<file path="config.mk">
export PLATFORM = sky130hd
export DESIGN_NAME = fixed_to_floating_point_converter
export DESIGN_NICKNAME = d
export VERILOG_FILES = /design/src/rtl/fixed_to_floating_point_converter.sv
export SDC_FILE = /design/constraint.sdc
export NUM_CORES = 1
export LEC_CHECK = 0
export ABC_AREA = 1
export BUFFER_PORTS_ARGS = -buffer_cell sky130_fd_sc_hd__buf_2
export CAP_MARGIN = 40
export CORE_ASPECT_RATIO = 0.7
export CORE_MARGIN = 2
export CORE_UTILIZATION = 30
export CTS_CLUSTER_DIAMETER = 60
export DETAILED_ROUTE_END_ITERATION = 16
export GPL_TIMING_DRIVEN = 0
export PLACE_DENSITY_LB_ADDON = 0.12
export SETUP_SLACK_MARGIN = 0.05
export SLEW_MARGIN = 5
export SYNTH_ARGS = -nofsm -noshare
export SYNTH_HDL_FRONTEND = slang
export SYNTH_SLANG_ARGS = --single-unit
</file>
<file path="constraint.sdc">
create_clock -name clk_i -period 5.1 [get_ports clk_i]
set_clock_uncertainty 0.2 [all_clocks]
set_input_delay 0.51 -clock clk_i [delete_from_list [all_inputs] [get_ports clk_i]]
set_output_delay 0.51 -clock clk_i [all_outputs]
set_load 0.01 [all_outputs]
</file>
<file path="src/rtl/fixed_to_floating_point_converter.sv">
// Three-stage signed fixed-point to {sign|exponent|fraction} converter with a
// global-stall valid/ready pipeline. FIXED_TO_FP_SATURATE_EN clamps overflow to max finite.
module fixed_to_floating_point_converter #(
  parameter int EXP_WIDTH       = 8,
  parameter int FRAC_WIDTH      = 23,
  parameter int INT_WIDTH       = 32,
  parameter int FIXED_FRAC_BITS = 0
) (
  input  logic                            clk_i,
  input  logic                            rst_ni,
  input  logic [INT_WIDTH-1:0]            fix_i,
  input  logic                            valid_i,
  output logic                            ready_o,
  output logic [EXP_WIDTH+FRAC_WIDTH:0]   fp_o,
  output logic                            valid_o,
  input  logic                            ready_i
);

  localparam int FP_W    = 1 + EXP_WIDTH + FRAC_WIDTH;
  localparam int LZW     = $clog2(INT_WIDTH + 1);
  localparam int BIAS    = (1 << (EXP_WIDTH - 1)) - 1;
  localparam int EXP_MAX = (1 << EXP_WIDTH) - 1;
  localparam int EW      = 34;
  localparam int EXT_W   = INT_WIDTH + FRAC_WIDTH;
  localparam logic signed [EW-1:0] E_OFF  = EW'(INT_WIDTH - 1 + BIAS - FIXED_FRAC_BITS);
  localparam logic signed [EW-1:0] EMAX_S = EW'(EXP_MAX);

  // Handshake: an item moves in when valid_i && ready_o and out when
  // valid_o && ready_i; a held output stalls every stage together.
  logic en;
  assign en      = !valid_o || ready_i;
  assign ready_o = en;

  // Stage 1: accept
  logic                 s1_valid;
  logic [INT_WIDTH-1:0] s1_fix;

  always_ff @(posedge clk_i) begin
    if (!rst_ni)  s1_valid <= 1'b0;
    else if (en)  s1_valid <= valid_i;
  end

  always_ff @(posedge clk_i) begin
    if (en) s1_fix <= fix_i;
  end

  // Stage 2: magnitude and leading-zero count
  logic [INT_WIDTH-1:0] mag_c;
  logic [LZW-1:0]       lzc_c;
  logic                 zero_c;

  always_comb begin
    mag_c  = s1_fix[INT_WIDTH-1] ? (~s1_fix + INT_WIDTH'(1)) : s1_fix;
    zero_c = (mag_c == '0);
    lzc_c  = LZW'(INT_WIDTH);
    for (int i = 0; i < INT_WIDTH; i++) begin
      if (mag_c[i]) lzc_c = LZW'(INT_WIDTH - 1 - i);
    end
  end

  logic                 s2_valid;
  logic                 s2_sign;
  logic                 s2_zero;
  logic [INT_WIDTH-1:0] s2_mag;
  logic [LZW-1:0]       s2_lzc;

  always_ff @(posedge clk_i) begin
    if (!rst_ni)  s2_valid <= 1'b0;
    else if (en)  s2_valid <= s1_valid;
  end

  always_ff @(posedge clk_i) begin
    if (en) begin
      s2_sign <= s1_fix[INT_WIDTH-1];
      s2_zero <= zero_c;
      s2_mag  <= mag_c;
      s2_lzc  <= lzc_c;
    end
  end

  // Stage 3: normalise, round (ties away from zero), pack
  logic [INT_WIDTH-1:0]       norm;
  logic [EXT_W-1:0]           ext;
  logic [FRAC_WIDTH-1:0]      frac_t;
  logic                       rnd;
  logic [FRAC_WIDTH:0]        sum;
  logic                       carry;
  logic [FRAC_WIDTH-1:0]      frac_r;
  logic signed [EW-1:0]       biased;
  logic [FP_W-1:0]            fp_c;
  logic                       unused_bits;

  always_comb begin
    norm   = s2_mag << s2_lzc;
    ext    = {norm[INT_WIDTH-2:0], {(FRAC_WIDTH + 1){1'b0}}};
    frac_t = ext[EXT_W-1 -: FRAC_WIDTH];
    rnd    = ext[INT_WIDTH-1];
    sum    = {1'b0, frac_t} + (FRAC_WIDTH + 1)'(rnd);
    carry  = sum[FRAC_WIDTH];
    frac_r = sum[FRAC_WIDTH-1:0];
    biased = E_OFF - EW'(s2_lzc) + EW'(carry);
    fp_c   = '0;
    if (s2_zero) begin
      fp_c = '0;
    end else if (biased <= 0) begin
      fp_c = {s2_sign, {(FP_W - 1){1'b0}}};
    end else if (biased >= EMAX_S) begin
`ifdef FIXED_TO_FP_SATURATE_EN
      fp_c = {s2_sign, EXP_WIDTH'(EXP_MAX - 1), {FRAC_WIDTH{1'b1}}};
`else
      fp_c = {s2_sign, {EXP_WIDTH{1'b1}}, {FRAC_WIDTH{1'b0}}};
`endif
    end else begin
      fp_c = {s2_sign, biased[EXP_WIDTH-1:0], frac_r};
    end
  end

  assign unused_bits = ^{ext[INT_WIDTH-2:0], norm[INT_WIDTH-1]};

  always_ff @(posedge clk_i) begin
    if (!rst_ni) begin
      valid_o <= 1'b0;
      fp_o    <= '0;
    end else if (en) begin
      valid_o <= s2_valid;
      if (s2_valid) fp_o <= fp_c;
    end
  end

endmodule

</file>
==> impl_metrics.tcl <==
set metrics [dict create \
    outcome "complete, no violations" \
    combPwrFrac_pct 37.4 \
    clkPwrFrac_pct 25.1 \
    min_from "fix_i[4]" \
    cts.clk_slew.worst_paths_ns 0.08 \
    antenna_found_initial 0 \
    hold_buffers 0 \
    r2r-start "s2_lzc[0]" \
    min_path_type "in2reg" \
    synth_cell_types 53 \
    maxSlewHeadroom_pct 59.5 \
    synth_nets 975 \
    pre_cts_ws_ns 0.489 \
    min_period_over_period_pct 87.7 \
    holdWs_ns 0.104 \
    synthTopCellsByCount "nand2_1 (280), inv_1 (98), nor2_1 (88)" \
    async_reset_ff_share_pct 0 \
    slew_violations 0 \
    port-buffer-count 69 \
    yosysTopAreaCellShare_pct 30.7 \
    syn_area_per_cell_um2 7.44 \
    leakagePower_nw 3.52 \
    grt_overflow_total 0 \
    placed_area_um2 7710 \
    tritoncts "built" \
    grt_first_pass_wirelength_um 30100 \
    io_pins 70 \
    die_h_um 131 \
    synth_area_um2 6940 \
    endpoint_kind "register" \
    ir_drop_mv 0.179 \
    via_per_inst 4.56 \
    num_rows 46 \
    routedWlPerCell_um 13.7 \
    power_mw 2.82 \
    cts-buffers-inserted 9 \
    nets 1059 \
    final_cells 1334 \
    max_stage_delay_ns 0.49 \
    h-tree-depth 3 \
    dpl.cell_count 1315 \
    ys_seq_area_share_pct 40.8 \
    dr.first_iter.drc_count 430 \
    regToRegSetupSlack_ns 0.63 \
    worst_r2r_path_depth 33 \
    power_frac_seq_pct 37.5 \
    clk_path_buf_depth 2 \
    intPower_mw 1.70 \
    drt_wl_total_um 18300 \
    core_um2 22700 \
    cp_common_cell "nand2_1" \
    ys.flop_type "edfxtp_1" \
    power.density_nw_per_um2 352 \
    vias 6080 \
    achievable-frequency_ghz 0.224 \
    fin_crit_ns 4.47 \
    rsz0062_at_grt "false" \
    drc 0 \
    area_growth_pct 15.7 \
    start_util_pct 30.6 \
    synth_edf_count 71 \
    hold_viol_final 0 \
    clk_latency_ns 0.37 \
    final_area_um2 8030 \
    ctsRootBufferMaster "clkbuf_16" \
    r2r_end "fp_o[30]" \
    critPathLaunchType "register" \
    swShare_pct 39.8 \
    place_congestion 0.877 \
    cts.sinks 106 \
    post-dp-hpwl_um 14700 \
    yosys_warnings 0 \
    slowest_stage "edfxtp_1" \
    worstPathArrival_ns 4.57 \
    path_max_fanout 10 \
    synth_largest_area_cell "edfxtp_1" \
    track_usage_pct 15.7 \
    die-area_um2 24400 \
    drive_gt1_share_pct 17.2 \
    fin_util_pct 35.4 \
    setup_viol 0 \
    synth_cells 933 \
    grt_max_degree 45 \
    max_cap_violations 0 \
    ant_nets 0 \
    worst-slew-pin-transition_ns 0.607 \
    path_class "reg2reg" \
    chipWidth_um 186 \
    first_global_vias 5654 \
    holdPathEnd "s1_fix[4]" \
    layout_setup_ws_ns 0.626 \
    diodes 0 \
    ys_ff_latch 106 \
    hold_path_depth 1 \
    switchingPower_mw 1.12 \
    worstPathRequired_ns 5.20 \
    drtPass1Iterations 5 \
    synth_area_leaders "edfxtp_1 (31%), nand2_1 (15%), dfxtp_1 (10%)" \
    yosysMostFrequentCell "nand2_1" \
    setup_tns_ns 0 \
]
==> flip-flops by register name, summed over array words and instances (netlist names) <==
signal    count
s1_fix       32
s2_sign       1
fp_o         32
s2_zero       1
s2_lzc        6
s2_mag       31
s1_valid      1
s2_valid      1
valid_o       1
==> layer usage <==
layer	track usage [%]	up-vias	wire length (um)	part of all wire, %
met3	2.80	15	734	4.0
met1	24.6	2705	10200	56
li1	-	3241	-	-
met5	0	-	0	0
met4	4.20	0	255	1.4
met2	21.8	119	7160	39
==> worst max path at each step <==
stage	from	end	slack [ns]	cells past startpoint
6_report	s2_lzc[0]	fp_o[30]	0.63	33
5_1_grt	s2_lzc[0]	fp_o[30]	0.06	33
4_1_cts	s2_lzc[1]	fp_o[30]	0.45	27
3_5_place_dp	s2_lzc[1]	fp_o[30]	0.49	27
3_3_place_gp	s2_lzc[1]	fp_o[30]	0.51	27
2_1_floorplan	s2_lzc[1]	fp_o[29]	1.44	25
==> logic make-up (layout without fill, tap and decap cells) <==
| kind of cell | Yosys count | in the layout | synth area share [%] |
|---|---|---|---|
| AOI/OAI and AO/OA | 154 | 154 | 13.1 |
| xor gates and xnor gates | 32 | 32 | 4.04 |
| adders and majority gates | 6 | 6 | 1.08 |
| buffers and inverters | 140 | 229 | 9.10 |
| DFF | 106 | 106 | 40.8 |
| muxes | 2 | 2 | 0.288 |
| and+or+nand+nor | 493 | 493 | 31.5 |
==> power groups by stage <==
stage	combinational, mW	clock (mW)	sequential, mW
6_report	1.06	0.708	1.06
5_1_grt	1.19	0.767	1.07
4_1_cts	1.04	0.734	1.06
3_5_place_dp	1.04	0	1.08
3_3_place_gp	1.04	0	1.08
2_1_floorplan	0.765	0	1.07
==> cells in the final DEF (no fill, tap or decap), drive strengths merged <==
master | synthesis | routed
or2 | 10 | 10
clkinv | 1 | 5
a211oi | 1 | 1
buf | 18 | 91
nand4 | 9 | 9
o21a | 2 | 2
xor2 | 28 | 28
a21oi | 43 | 43
o211ai | 9 | 9
xnor2 | 4 | 4
nor4 | 5 | 5
o21ai | 79 | 79
o41ai | 1 | 1
dfxtp | 35 | 35
inv | 107 | 109
nor2 | 103 | 103
mux2i | 2 | 2
edfxtp | 71 | 71
a22oi | 1 | 1
a32o | 1 | 1
and2 | 1 | 1
a221oi | 4 | 4
nand3 | 53 | 53
o31ai | 2 | 2
nand3b | 4 | 4
o22ai | 1 | 1
a31oi | 3 | 3
o221ai | 4 | 4
nor3 | 19 | 19
a21boi | 1 | 1
a2bb2oi | 1 | 1
clkbuf | 14 | 24
a21o | 1 | 1
nand2 | 289 | 289
ha | 6 | 6
==> cell type report <==
type,count,area [um2]
buffer,32,221
clock buffer,10,229
clock inverter,6,62.6
fill,2488,14600
inverter,108,413
multi-input combinational,687,3490
sequential,106,2830
tap,312,390
timing repair buffer,73,395
==> critical path: cells and delay by family (launching register included) <==
family,cells,cell delay [ns]
fa+ha+maj,2,0.39
flops,1,0.49
buf+inv,4,0.50
compound gates,4,0.45
simple gates,23,2.38
==> timing repair <==
| action | in CTS | in global routing |
|---|---|---|
| resized for setup | 0 | 4 |
| buffers inserted | 0 | 3 |
| endpoints found under the setup margin | 0 | 4 |
Power figures use the tool's default switching activity.
